==> src/rtl/fetch_pkg.sv <==
// Shared state encoding and instruction constants for the fetch sequencer.
package fetch_pkg;

  typedef enum logic [1:0] {
    ST_BOOT = 2'd0,
    ST_RUN  = 2'd1,
    ST_HALT = 2'd2
  } fetch_state_e;

  localparam logic [31:0] NOP_INSTR      = 32'h0000_0000;
  localparam logic [31:0] JMP_SELF_INSTR = 32'hA800_FFFF;
  localparam int          PC_STEP        = 4;

endpackage

==> src/rtl/fetch_sequencer_if_id_reg.sv <==
// IF/ID pipeline register: 1-cycle load; flush beats hold; hold freezes contents.
module if_id_reg
  import fetch_pkg::*;
#(
  parameter int N = 32
) (
  input  logic         clk,
  input  logic         rst,
  input  logic         flush,
  input  logic         hold,
  input  logic [N-1:0] pc_in,
  input  logic [N-1:0] instr_in,
  output logic [N-1:0] pc_out,
  output logic [N-1:0] instr_out,
  output logic         valid_out
);

  logic [N-1:0] pc_d, pc_q;
  logic [N-1:0] instr_d, instr_q;
  logic         valid_d, valid_q;

  always_comb begin
    pc_d    = pc_q;
    instr_d = instr_q;
    valid_d = valid_q;
    if (flush) begin
      pc_d    = '0;
      instr_d = N'(NOP_INSTR);
      valid_d = 1'b0;
    end else if (!hold) begin
      pc_d    = pc_in;
      instr_d = instr_in;
      valid_d = 1'b1;
    end
  end

  always_ff @(posedge clk) begin
    if (rst) begin
      pc_q    <= '0;
      instr_q <= N'(NOP_INSTR);
      valid_q <= 1'b0;
    end else begin
      pc_q    <= pc_d;
      instr_q <= instr_d;
      valid_q <= valid_d;
    end
  end

  assign pc_out    = pc_q;
  assign instr_out = instr_q;
  assign valid_out = valid_q;

endmodule

==> src/rtl/fetch_sequencer.sv <==
// PC owner and IF stage controller; self-jump halt detection under FETCH_HALT_DETECT_EN.
// Latency 1 cycle imem_pc -> IF/ID; freeze holds PC and IF/ID, branch redirect flushes.
module fetch_sequencer #(
  parameter int           N        = 32,
  parameter logic [N-1:0] RESET_PC = '0
) (
  input  logic         clk,
  input  logic         rst,
  input  logic         freeze,
  input  logic         branch_taken,
  input  logic [N-1:0] branch_target,
  output logic [N-1:0] imem_pc,
  input  logic [N-1:0] imem_instr,
  output logic [N-1:0] if_id_pc,
  output logic [N-1:0] if_id_instr,
  output logic         if_id_valid,
  output logic         halted
);
  import fetch_pkg::*;

  fetch_state_e state_d, state_q;
  logic [N-1:0] pc_d, pc_q;
  logic [N-1:0] pc_plus4;
  logic [N-1:0] target_aligned;
  logic         if_flush;
  logic         if_hold;
  logic         unused_target_bits;

  assign pc_plus4           = pc_q + N'(PC_STEP);
  assign target_aligned     = {branch_target[N-1:2], 2'b00};
  assign unused_target_bits = ^branch_target[1:0];

`ifdef FETCH_HALT_DETECT_EN
  logic halted_d, halted_q;
`endif

  always_comb begin
    state_d  = state_q;
    pc_d     = pc_q;
    if_flush = 1'b0;
    if_hold  = 1'b0;
`ifdef FETCH_HALT_DETECT_EN
    halted_d = halted_q;
`endif
    case (state_q)
      // Memory output is not yet valid on the boot cycle, so nothing is latched.
      ST_BOOT: begin
        state_d  = ST_RUN;
        if_flush = 1'b1;
      end
      ST_RUN: begin
        if (branch_taken) begin
          pc_d     = target_aligned;
          if_flush = 1'b1;
        end else if (freeze) begin
          if_hold = 1'b1;
        end else begin
          pc_d = pc_plus4;
`ifdef FETCH_HALT_DETECT_EN
          if (imem_instr == N'(JMP_SELF_INSTR)) begin
            state_d  = ST_HALT;
            halted_d = 1'b1;
          end
`endif
        end
      end
`ifdef FETCH_HALT_DETECT_EN
      // A branch here means the self-jump was on the wrong path.
      ST_HALT: begin
        if_flush = 1'b1;
        if (branch_taken) begin
          pc_d     = target_aligned;
          state_d  = ST_RUN;
          halted_d = 1'b0;
        end
      end
`endif
      default: begin
        state_d  = ST_BOOT;
        if_flush = 1'b1;
      end
    endcase
  end

  always_ff @(posedge clk) begin
    if (rst) begin
      state_q  <= ST_BOOT;
      pc_q     <= RESET_PC;
`ifdef FETCH_HALT_DETECT_EN
      halted_q <= 1'b0;
`endif
    end else begin
      state_q  <= state_d;
      pc_q     <= pc_d;
`ifdef FETCH_HALT_DETECT_EN
      halted_q <= halted_d;
`endif
    end
  end

`ifdef FETCH_HALT_DETECT_EN
  assign halted = halted_q;
`else
  assign halted = 1'b0;
`endif

  assign imem_pc = pc_q;

  if_id_reg #(.N(N)) u_if_id (
    .clk       (clk),
    .rst       (rst),
    .flush     (if_flush),
    .hold      (if_hold),
    .pc_in     (pc_plus4),
    .instr_in  (imem_instr),
    .pc_out    (if_id_pc),
    .instr_out (if_id_instr),
    .valid_out (if_id_valid)
  );

endmodule

==> config.mk <==
export PLATFORM = sky130hd
export DESIGN_NAME = fetch_sequencer
export DESIGN_NICKNAME = d
export VERILOG_FILES = /design/src/rtl/fetch_pkg.sv /design/src/rtl/fetch_sequencer_if_id_reg.sv /design/src/rtl/fetch_sequencer.sv
export SDC_FILE = /design/constraint.sdc
export NUM_CORES = 1
export LEC_CHECK = 0
export BUFFER_PORTS_ARGS = -buffer_cell sky130_fd_sc_hd__buf_2
export CAP_MARGIN = 20
export CORE_UTILIZATION = 30
export DETAILED_ROUTE_END_ITERATION = 10
export GPL_ROUTABILITY_DRIVEN = 0
export GPL_TIMING_DRIVEN = 0
export PLACE_DENSITY_LB_ADDON = 0.1
export SYNTH_ARGS = -nofsm -noshare
export SYNTH_HDL_FRONTEND = slang
export SYNTH_SLANG_ARGS = --single-unit
==> constraint.sdc <==
create_clock -name clk -period 2.6 [get_ports clk]
set_input_delay 0.26 -clock clk [delete_from_list [all_inputs] [get_ports clk]]
set_output_delay 0.26 -clock clk [all_outputs]
set_load 0.02 [all_outputs]
==> flow_summary.toml, run 1 <==
[global_route]
grt_pass1_wl_microns = 23500
grt_pass1_vias = 4359
antenna_found_initial = 0
grt_use_total = 0.205
overflow = 0
grt_start_max_net_pins = 17

[clocking]
cts_max_path_buffers = 2
clk_latency_ps = 360
path_clk_slew_ps = 70
root_buffer = "clkbuf_16"
cts_tree = "done"
numCtsBuffers = 9
clock_sinks = 94
cts-htree-levels = 3

[power_and_ir_drop]
power.density_nw_per_um2 = 610
cellLeakagePower_uw = 0.00252
ir_drop_uv = 294

[logic_synthesis]
synthTopCellsByArea = "dfxtp_1 (42%), nand2_1 (8.6%), a21oi_1 (7.9%), o21ai_0 (4.3%), clkbuf_1 (3.2%)"
synth_top_cell_area_share = 0.424
ys_types = 50
synthesis.instances = 569
yosys_warnings = 0
ys_seq_elements = 94
async_flop_share = 0
synth_area_sq_um = 4440
synthFlopType = "dfxtp_1"
synth_area_leader_cell = "dfxtp_1"
ys_seq_area_frac = 0.424
synth-edff-count = 0
syn_area_per_cell_sq_um = 7.80

[routing]
drt-met1-wl_microns = 6890
dr.max_layer_used = "met4"
drt_iter0_drc = 300
drt_wl_total_microns = 15500
vias = 4746
wl_per_cell_microns = 16.6
wl_met3_microns = 1090
wl_met2_microns = 7260
final_antenna_net_count = 0
drc_errors = 0
vias_per_cell = 5.10
first_pass_iters = 6

[floorplan]
std_cell_rows = 44
start_util = 0.306
dieArea_sq_um = 15300
core_sq_um = 14500
die_height_microns = 124
pin_count = 166
die_x_microns = 124

[worst_setup_path]
worstReg2RegStart = "imem_pc[2]"
path_class = "register to register"
startpoint_type = "register"
path_max_fanout = 9
r2r-end = "imem_pc[14]"
worst-r2r-setup-slack_ps = 150
reg2regPathDepth = 6
startpoint = "imem_pc[2]"
end_kind = "register"
critPathCapture = "imem_pc[14]"
cp.arrival_ps = 2720
crit_required_ps = 2870

[timing]
setup_viol = 0
layout_min_cycle_time_ps = 2450
drv_slew = 0
hold_viol_final = 0
slew_headroom = 0.546
worst_slew_pin_slew_ps = 680
post-route-period-util = 0.944
skew_ps = 8.61
holdWs_ps = 145
fmax_mhz = 408

[flow_run]
max-cap-violations = 0

[place]
place.port_buffers = 158
detailed_place_hpwl_microns = 11500
dp.cells = 915

[final_layout]
instances_no_fill = 931
fillCellCount = 1519
final_cell_mix = "buf_2 (163), nand2_1 (102), dfxtp_1 (94)"
nNetsFinal = 811
drive_gt1_frac = 0.264
final_common_cell = "buf_2"
area_growth_pct = 31.9
diodes = 0

[outcome]
status = "completed"

[hold_path]
hold_class = "input pin to register"
## timing repair
item,4_1_cts,5_1_grt
hold endpoints to repair,0,0
cloned,0,0
hold buffers,0,0
buffers inserted,0,0
gates resized for setup,0,4
endpoints found under the setup margin,2,7
## metrics by stage
stage	total power [uW]	instance area, sq um	TNS (ps)	setup slack, ps	util
2_1_floorplan	1840	4450	0	381	-
3_3_place_gp	2020	5470	0	2.67	0.378
3_5_place_dp	2020	5470	0	1.99	0.378
4_1_cts	3620	5830	-1.18	-0.660	0.403
5_1_grt	3720	5850	-13.7	-13.7	0.404
6_report	3570	5850	0	147	0.404
## final cells by class
cell class	instances	area [sq um]	share of cell area
Inverter	5	18.8	0.00321
Clock inverter	6	116	0.0199
Sequential cell	94	1880	0.322
Buffer	51	220	0.0376
Clock buffer	10	239	0.0408
Tap cell	184	230	0.0393
Timing Repair Buffer	158	791	0.135
Multi-Input combinational cell	423	2350	0.402
## cell usage after synthesis, drive strengths merged (4+ instances only)
cell    instances
nor2           37
nand4          11
a31oi           7
and3           15
inv             5
nand2b          4
xnor2          16
nor3           14
a22oi           6
buf            13
o31ai           6
dfxtp          94
or4             4
clkbuf         38
o21ai          38
nor4            5
a21oi          70
a211oi         18
nand3          17
nand2         103
xor2           11
## worst min-delay path by stage
stage               cells after the start                    end  slack, ps                   from
finish                                  3  u_if_id.instr_out[15]        150         imem_instr[15]
global route                            3  u_if_id.instr_out[12]        140         imem_instr[12]
CTS                                     3   u_if_id.instr_out[8]        130          imem_instr[8]
detailed placement                      2   u_if_id.instr_out[3]        440   u_if_id.instr_out[3]
global placement                        2  u_if_id.instr_out[18]        440  u_if_id.instr_out[18]
floorplan                               1      u_if_id.valid_out        360                 freeze
## kinds of logic (layout without fill, tap and decap cells)
group,after synthesis,after routing,share of synthesized area
AOI/OAI and AO/OA,165,165,0.222
xor gates and xnor gates,27,27,0.0533
adders and majority gates,1,1,0.00282
buffers and inverters,56,230,0.0539
DFF,94,94,0.424
muxes,2,2,0.00479
other,1,5,0.000845
and+or+nand+nor,223,223,0.239
## power by group
| part | total, uW | switching, uW | internal (uW) |
|---|---|---|---|
| combinational | 451 | 288 | 163 |
| clock | 1580 | 601 | 975 |
| sequential | 1540 | 51.8 | 1490 |
| total | 3570 | 941 | 2630 |
## critical path, cell delays in order, from the launching register on
cell,delay (ps)
dfxtp_1,500
ha_1,350
nand3_2,260
nor3_2,580
nand3_1,230
o31a_1,280
o31ai_1,170
## registers in the layout, indices dropped and copies added (netlist names)
register,cells
u_if_id.instr_out,32
u_if_id.valid_out,1
state_q,1
u_if_id.pc_out,30
imem_pc,30
## layer usage
layer | global-route usage | up-vias
li1 | - | 2355
met1 | 0.266 | 2201
met2 | 0.332 | 168
met3 | 0.0462 | 22
met4 | 0.0738 | 0
met5 | 0 | -
(Power assumes the default switching activity.)
==> inputs of run 2 (changes only) <==
- CORE_ASPECT_RATIO: unset -> 0.5
- clock period: 2.6 -> 2.3 ns (I/O delays scaled with it)
==> run 2 against run 1 <==
Against the previous run: clock skew down 0.95 ps; global-route usage about the same; clock-buffer cell count unchanged; sequential share of layout area down 0.15 points; worst hold slack worse by 24 ps; register-to-register slack worse by 90 ps; combinational power up 15%; first-iteration DRC count down 11%; critical path type unchanged; largest cell class unchanged.
==> flow_summary.toml, run 2 (synthesized netlist as in run 1, its figures left out) <==
[routing]
vias_per_cell = 5.02
first_pass_iters = 5
final_antenna_net_count = 0
dr.max_layer_used = "met4"
drt_iter0_drc = 268
wl_met3_microns = 1110
drc_errors = 0
drt_wl_total_microns = 15800
drt-met1-wl_microns = 8050
wl_per_cell_microns = 16.7
wl_met2_microns = 6450
vias = 4730

[global_route]
grt_pass1_wl_microns = 24000
grt_start_max_net_pins = 17
overflow = 0
grt_use_total = 0.205
antenna_found_initial = 0
grt_pass1_vias = 4229

[flow_run]
max-cap-violations = 0

[power_and_ir_drop]
cellLeakagePower_uw = 0.00256
power.density_nw_per_um2 = 627
switching_share = 0.293
clkPwrFrac = 0.387
p_seq_frac = 0.473
combPwrFrac = 0.140
power.switching_uw = 1080
ir_drop_uv = 351
intPower_uw = 2610

[worst_setup_path]
crit_required_ps = 2510
cp_cell_sequence = "buf_2 -> nand4_1 -> or4_4 -> or4_4 -> xor2_1 -> a21oi_1"
slowest_delay_ps = 590
slowest_stage = "or4_4"
path_class = "register to register"
end_kind = "register"
crit_top_cell = "or4_4"
path_max_fanout = 8
startpoint_type = "register"
cp.arrival_ps = 2460

[clocking]
cts_tree = "done"
cts_max_path_buffers = 2
path_clk_slew_ps = 70
clock_sinks = 94
numCtsBuffers = 9
root_buffer = "clkbuf_16"
clk_latency_ps = 350
cts-htree-levels = 3

[place]
dp_slack_ps = -371
place.port_buffers = 158
dpl_cell_area_sq_um = 5480
detailed_place_hpwl_microns = 11400
dp.cells = 923

[timing]
fmax_mhz = 445
skew_ps = 7.66
hold_viol_final = 0
fin_tns_setup_ps = 0
post-route-period-util = 0.977
setup_ws_ps = 53.7
holdWs_ps = 121
layout_min_cycle_time_ps = 2250
drv_slew = 0
rsz0062_at_grt = "yes"
worst_slew_pin_slew_ps = 666
slew_headroom = 0.556
setup_viol = 0

[final_layout]
area_growth_pct = 32.9
diodes = 0
instances_no_fill = 942
final_common_cell = "buf_2"
drive_gt1_frac = 0.281
final_cell_mix = "buf_2 (162), nand2_1 (102), dfxtp_1 (90)"
fillCellCount = 1523
largest_register_ffs = 32
finalInstanceArea_sq_um = 5890
nNetsFinal = 814

[floorplan]
die_height_microns = 88.0
dieArea_sq_um = 15300
start_util = 0.317
core_sq_um = 14000
die_x_microns = 174
pin_count = 166
std_cell_rows = 30

[hold_path]
hold_class = "input pin to register"

[outcome]
status = "completed"
## run 2: cell types whose count changed in the layout (fill, tap and decap cells not counted), sizes merged
cell,previous run,this run
clkinvlp,0,3
clkbuf,48,47
bufinv,3,0
buf,171,175
## run 2: path summary, 6_finish.rpt
| check | startpoint | to | slack (ps) | depth (start not counted) |
|---|---|---|---|---|
| worst min register to register | u_if_id.instr_out[16] | u_if_id.instr_out[16] | 450 | 2 |
| worst max-delay path | imem_pc[19] | u_if_id.pc_out[31] | 50 | 6 |
| worst min-delay path | imem_instr[14] | u_if_id.instr_out[14] | 120 | 3 |
| worst max register to register | imem_pc[19] | u_if_id.pc_out[31] | 50 | 6 |
## run 2: power groups by stage
stage          logic (uW)  registers (uW)  clock network, uW
4_1_cts               516            1740               1480
5_1_grt               568            1760               1540
2_1_floorplan         241            1830                  0
3_3_place_gp          513            1780                  0
6_report              518            1750               1430
3_5_place_dp          514            1780                  0
## run 2: routing by layer
layer / vias to the layer above / global-route usage
met2: 177 / 0.302
met1: 2176 / 0.303
met4: 0 / 0.0502
li1: 2358 / -
met3: 19 / 0.0417
met5: - / 0
## run 2: repair_timing
action / CTS / global route
hold buffers: 0 / 0
setup buffers: 0 / 5
pin swaps: 1 / 3
setup endpoints to repair: 22 / 20
resized for setup: 5 / 18
## run 2: layout make-up
cell class	instances	area [sq um]	share of cell area
multi-input cells	423	2430	0.412
flip-flops and latches	94	1890	0.320
inverters	5	18.8	0.00318
plain buffers	49	216	0.0367
clock buffers	10	229	0.0388
clock inverters	6	45.0	0.00764
repair buffers	163	828	0.141
well taps	192	240	0.0408
## run 2: critical path: cells and delay by family (launching register included)
kind            cells  cell delay [ps]
simple gates        3             1310
xor+xnor            1              170
buf+inv             1              200
flops               1              340
compound gates      1               80
## run 2: through the flow
| stage | util | total power (uW) |
|---|---|---|
| after floorplan | - | 2070 |
| final | 0.421 | 3690 |
| after global placement | 0.392 | 2290 |
| after CTS | 0.413 | 3740 |
| after global routing | 0.421 | 3870 |
| after detailed placement | 0.392 | 2290 |
==> inputs of run 3 (changes only) <==
- clock period: 2.3 -> 1.95 ns (I/O delays scaled with it)
==> run 3 against run 2 <==
Against the previous run: the flow now finishes with violations (setup timing); sequential power rose by 18%; critical endpoint unchanged; maximum frequency up 14%; register-to-register slack worse by 80 ps; clock skew rose by 4.3 ps; wire length is 1.3% higher; total power grew 22%; sequential share of layout area down 0.99 points; largest cell class unchanged; design area is 6.0% higher; combinational power is 22% higher; final cell count is 2.1% higher; die area unchanged; clock power increased by 27%.
==> flow_summary.toml, run 3 (synthesized netlist as in run 1, its figures left out) <==
[final_layout]
final_cell_mix = "buf_2 (159), nand2_1 (101), dfxtp_1 (73)"
regArea_sq_um = 1940
nNetsFinal = 834
fillCellCount = 1465
final_util = 0.446
drive_gt1_frac = 0.347
largest_register_ffs = 32
final_common_cell = "buf_2"
multi_input_area_sq_um = 2520
diodes = 0
instances_no_fill = 962
area_growth_pct = 40.8

[timing]
fmax_mhz = 506
worst_slew_pin_slew_ps = 637
skew_ps = 12.0
holdWs_ps = 80.3
layout_min_cycle_time_ps = 1980
setup_ws_ps = -26.7
post-route-period-util = 1.01
drv_slew = 0
setup_viol = 1
fin_tns_setup_ps = -26.7
hold_viol_final = 0
slew_headroom = 0.575
rsz0062_at_grt = "yes"

[floorplan]
pin_count = 166
std_cell_rows = 30
dieArea_sq_um = 15300
die_x_microns = 174
start_util = 0.317
core_sq_um = 14000
die_height_microns = 88.0

[clocking]
cts_tree = "done"
cts_max_path_buffers = 2
cts-htree-levels = 3
path_clk_slew_ps = 70
numCtsBuffers = 9
clock_sinks = 94
clk_latency_ps = 350
root_buffer = "clkbuf_16"

[routing]
wl_per_cell_microns = 16.6
vias_per_cell = 5.06
first_pass_iters = 5
drt_iter0_drc = 305
vias = 4864
drt_wl_total_microns = 16000
final_antenna_net_count = 0
drc_errors = 0

[power_and_ir_drop]
combPwrFrac = 0.140
ir_drop_uv = 445
switching_share = 0.285
p_seq_frac = 0.457
intPower_uw = 3230
cellLeakagePower_uw = 0.00279
clkPwrFrac = 0.403
power.switching_uw = 1290
power.density_nw_per_um2 = 723

[place]
detailed_place_hpwl_microns = 11400
place.port_buffers = 158
dp.cells = 923
dp_slack_ps = -509

[worst_setup_path]
crit_top_cell = "or4_4"
slowest_stage = "or4_4"
reg2regPathDepth = 5
cp.depth = 5
cp_cell_sequence = "nand2_8 -> or4_4 -> or4_4 -> xor2_2 -> a21oi_1"
cp_num_buf_inv = 0
path_class = "register to register"
cp.arrival_ps = 2190
crit_family = "simple AND/OR/NAND/NOR gates"
crit_required_ps = 2170
path_max_fanout = 8
startpoint_type = "register"
slowest_delay_ps = 540
end_kind = "register"

[outcome]
status = "finished, violations left"
violations = "setup timing"

[global_route]
grt_pass1_wl_microns = 24100
grt_start_max_net_pins = 17
overflow = 0
grt_pass1_vias = 4293
antenna_found_initial = 0
grt_use_total = 0.205

[hold_path]
hold_class = "input pin to register"
min_delay_path_depth = 3

[flow_run]
max-cap-violations = 0
-- run 3: area by class of cell --
| class | count | area share |
|---|---|---|
| clock inverters | 6 | 0.0110 |
| well taps | 192 | 0.0384 |
| multi-input cells | 423 | 0.403 |
| inverters | 5 | 0.00300 |
| flip-flops and latches | 94 | 0.310 |
| repair buffers | 188 | 0.163 |
| clock buffers | 10 | 0.0366 |
| plain buffers | 44 | 0.0348 |
-- run 3: power by group through the flow --
stage,Sequential [uW],Combinational [uW],Clock [uW]
3_5_place_dp,2100,610,0
2_1_floorplan,2170,289,0
5_1_grt,2080,689,1950
4_1_cts,2060,619,1880
3_3_place_gp,2100,607,0
6_report,2070,631,1820
-- run 3: path summary, 6_finish.rpt --
check	slack [ps]	end	start
worst max-delay path	-30	u_if_id.pc_out[31]	imem_pc[11]
worst min-delay path	80	u_if_id.instr_out[15]	imem_instr[15]
worst max register to register	-30	u_if_id.pc_out[31]	imem_pc[11]
worst min register to register	440	u_if_id.valid_out	u_if_id.valid_out
-- run 3: metrics by stage --
step	power (uW)	area, sq um
after CTS	4560	6050
final	4520	6250
after global placement	2700	5550
after global routing	4720	6250
after detailed placement	2710	5550
after floorplan	2460	4520
-- run 3: what timing repair did --
| action | in CTS | in global routing |
|---|---|---|
| endpoints found under the hold margin | 0 | 0 |
| pin swaps | 5 | 11 |
| hold buffers | 0 | 0 |
| setup buffers | 12 | 18 |
| gates resized for setup | 29 | 30 |
| endpoints found under the setup margin | 54 | 74 |
-- run 3: routing by layer --
metal  vias to the layer above  part of all wire  GRT usage
met5                         -                 0          0
met4                         0            0.0085     0.0470
met3                        15             0.071     0.0508
met2                       192              0.43      0.311
met1                      2254              0.49      0.291
li1                       2403                 -          -
-- run 3: tightest hold or removal path: stages --
cell	delay, ps
buf_2	90
nand2_1	40
a21oi_1	50
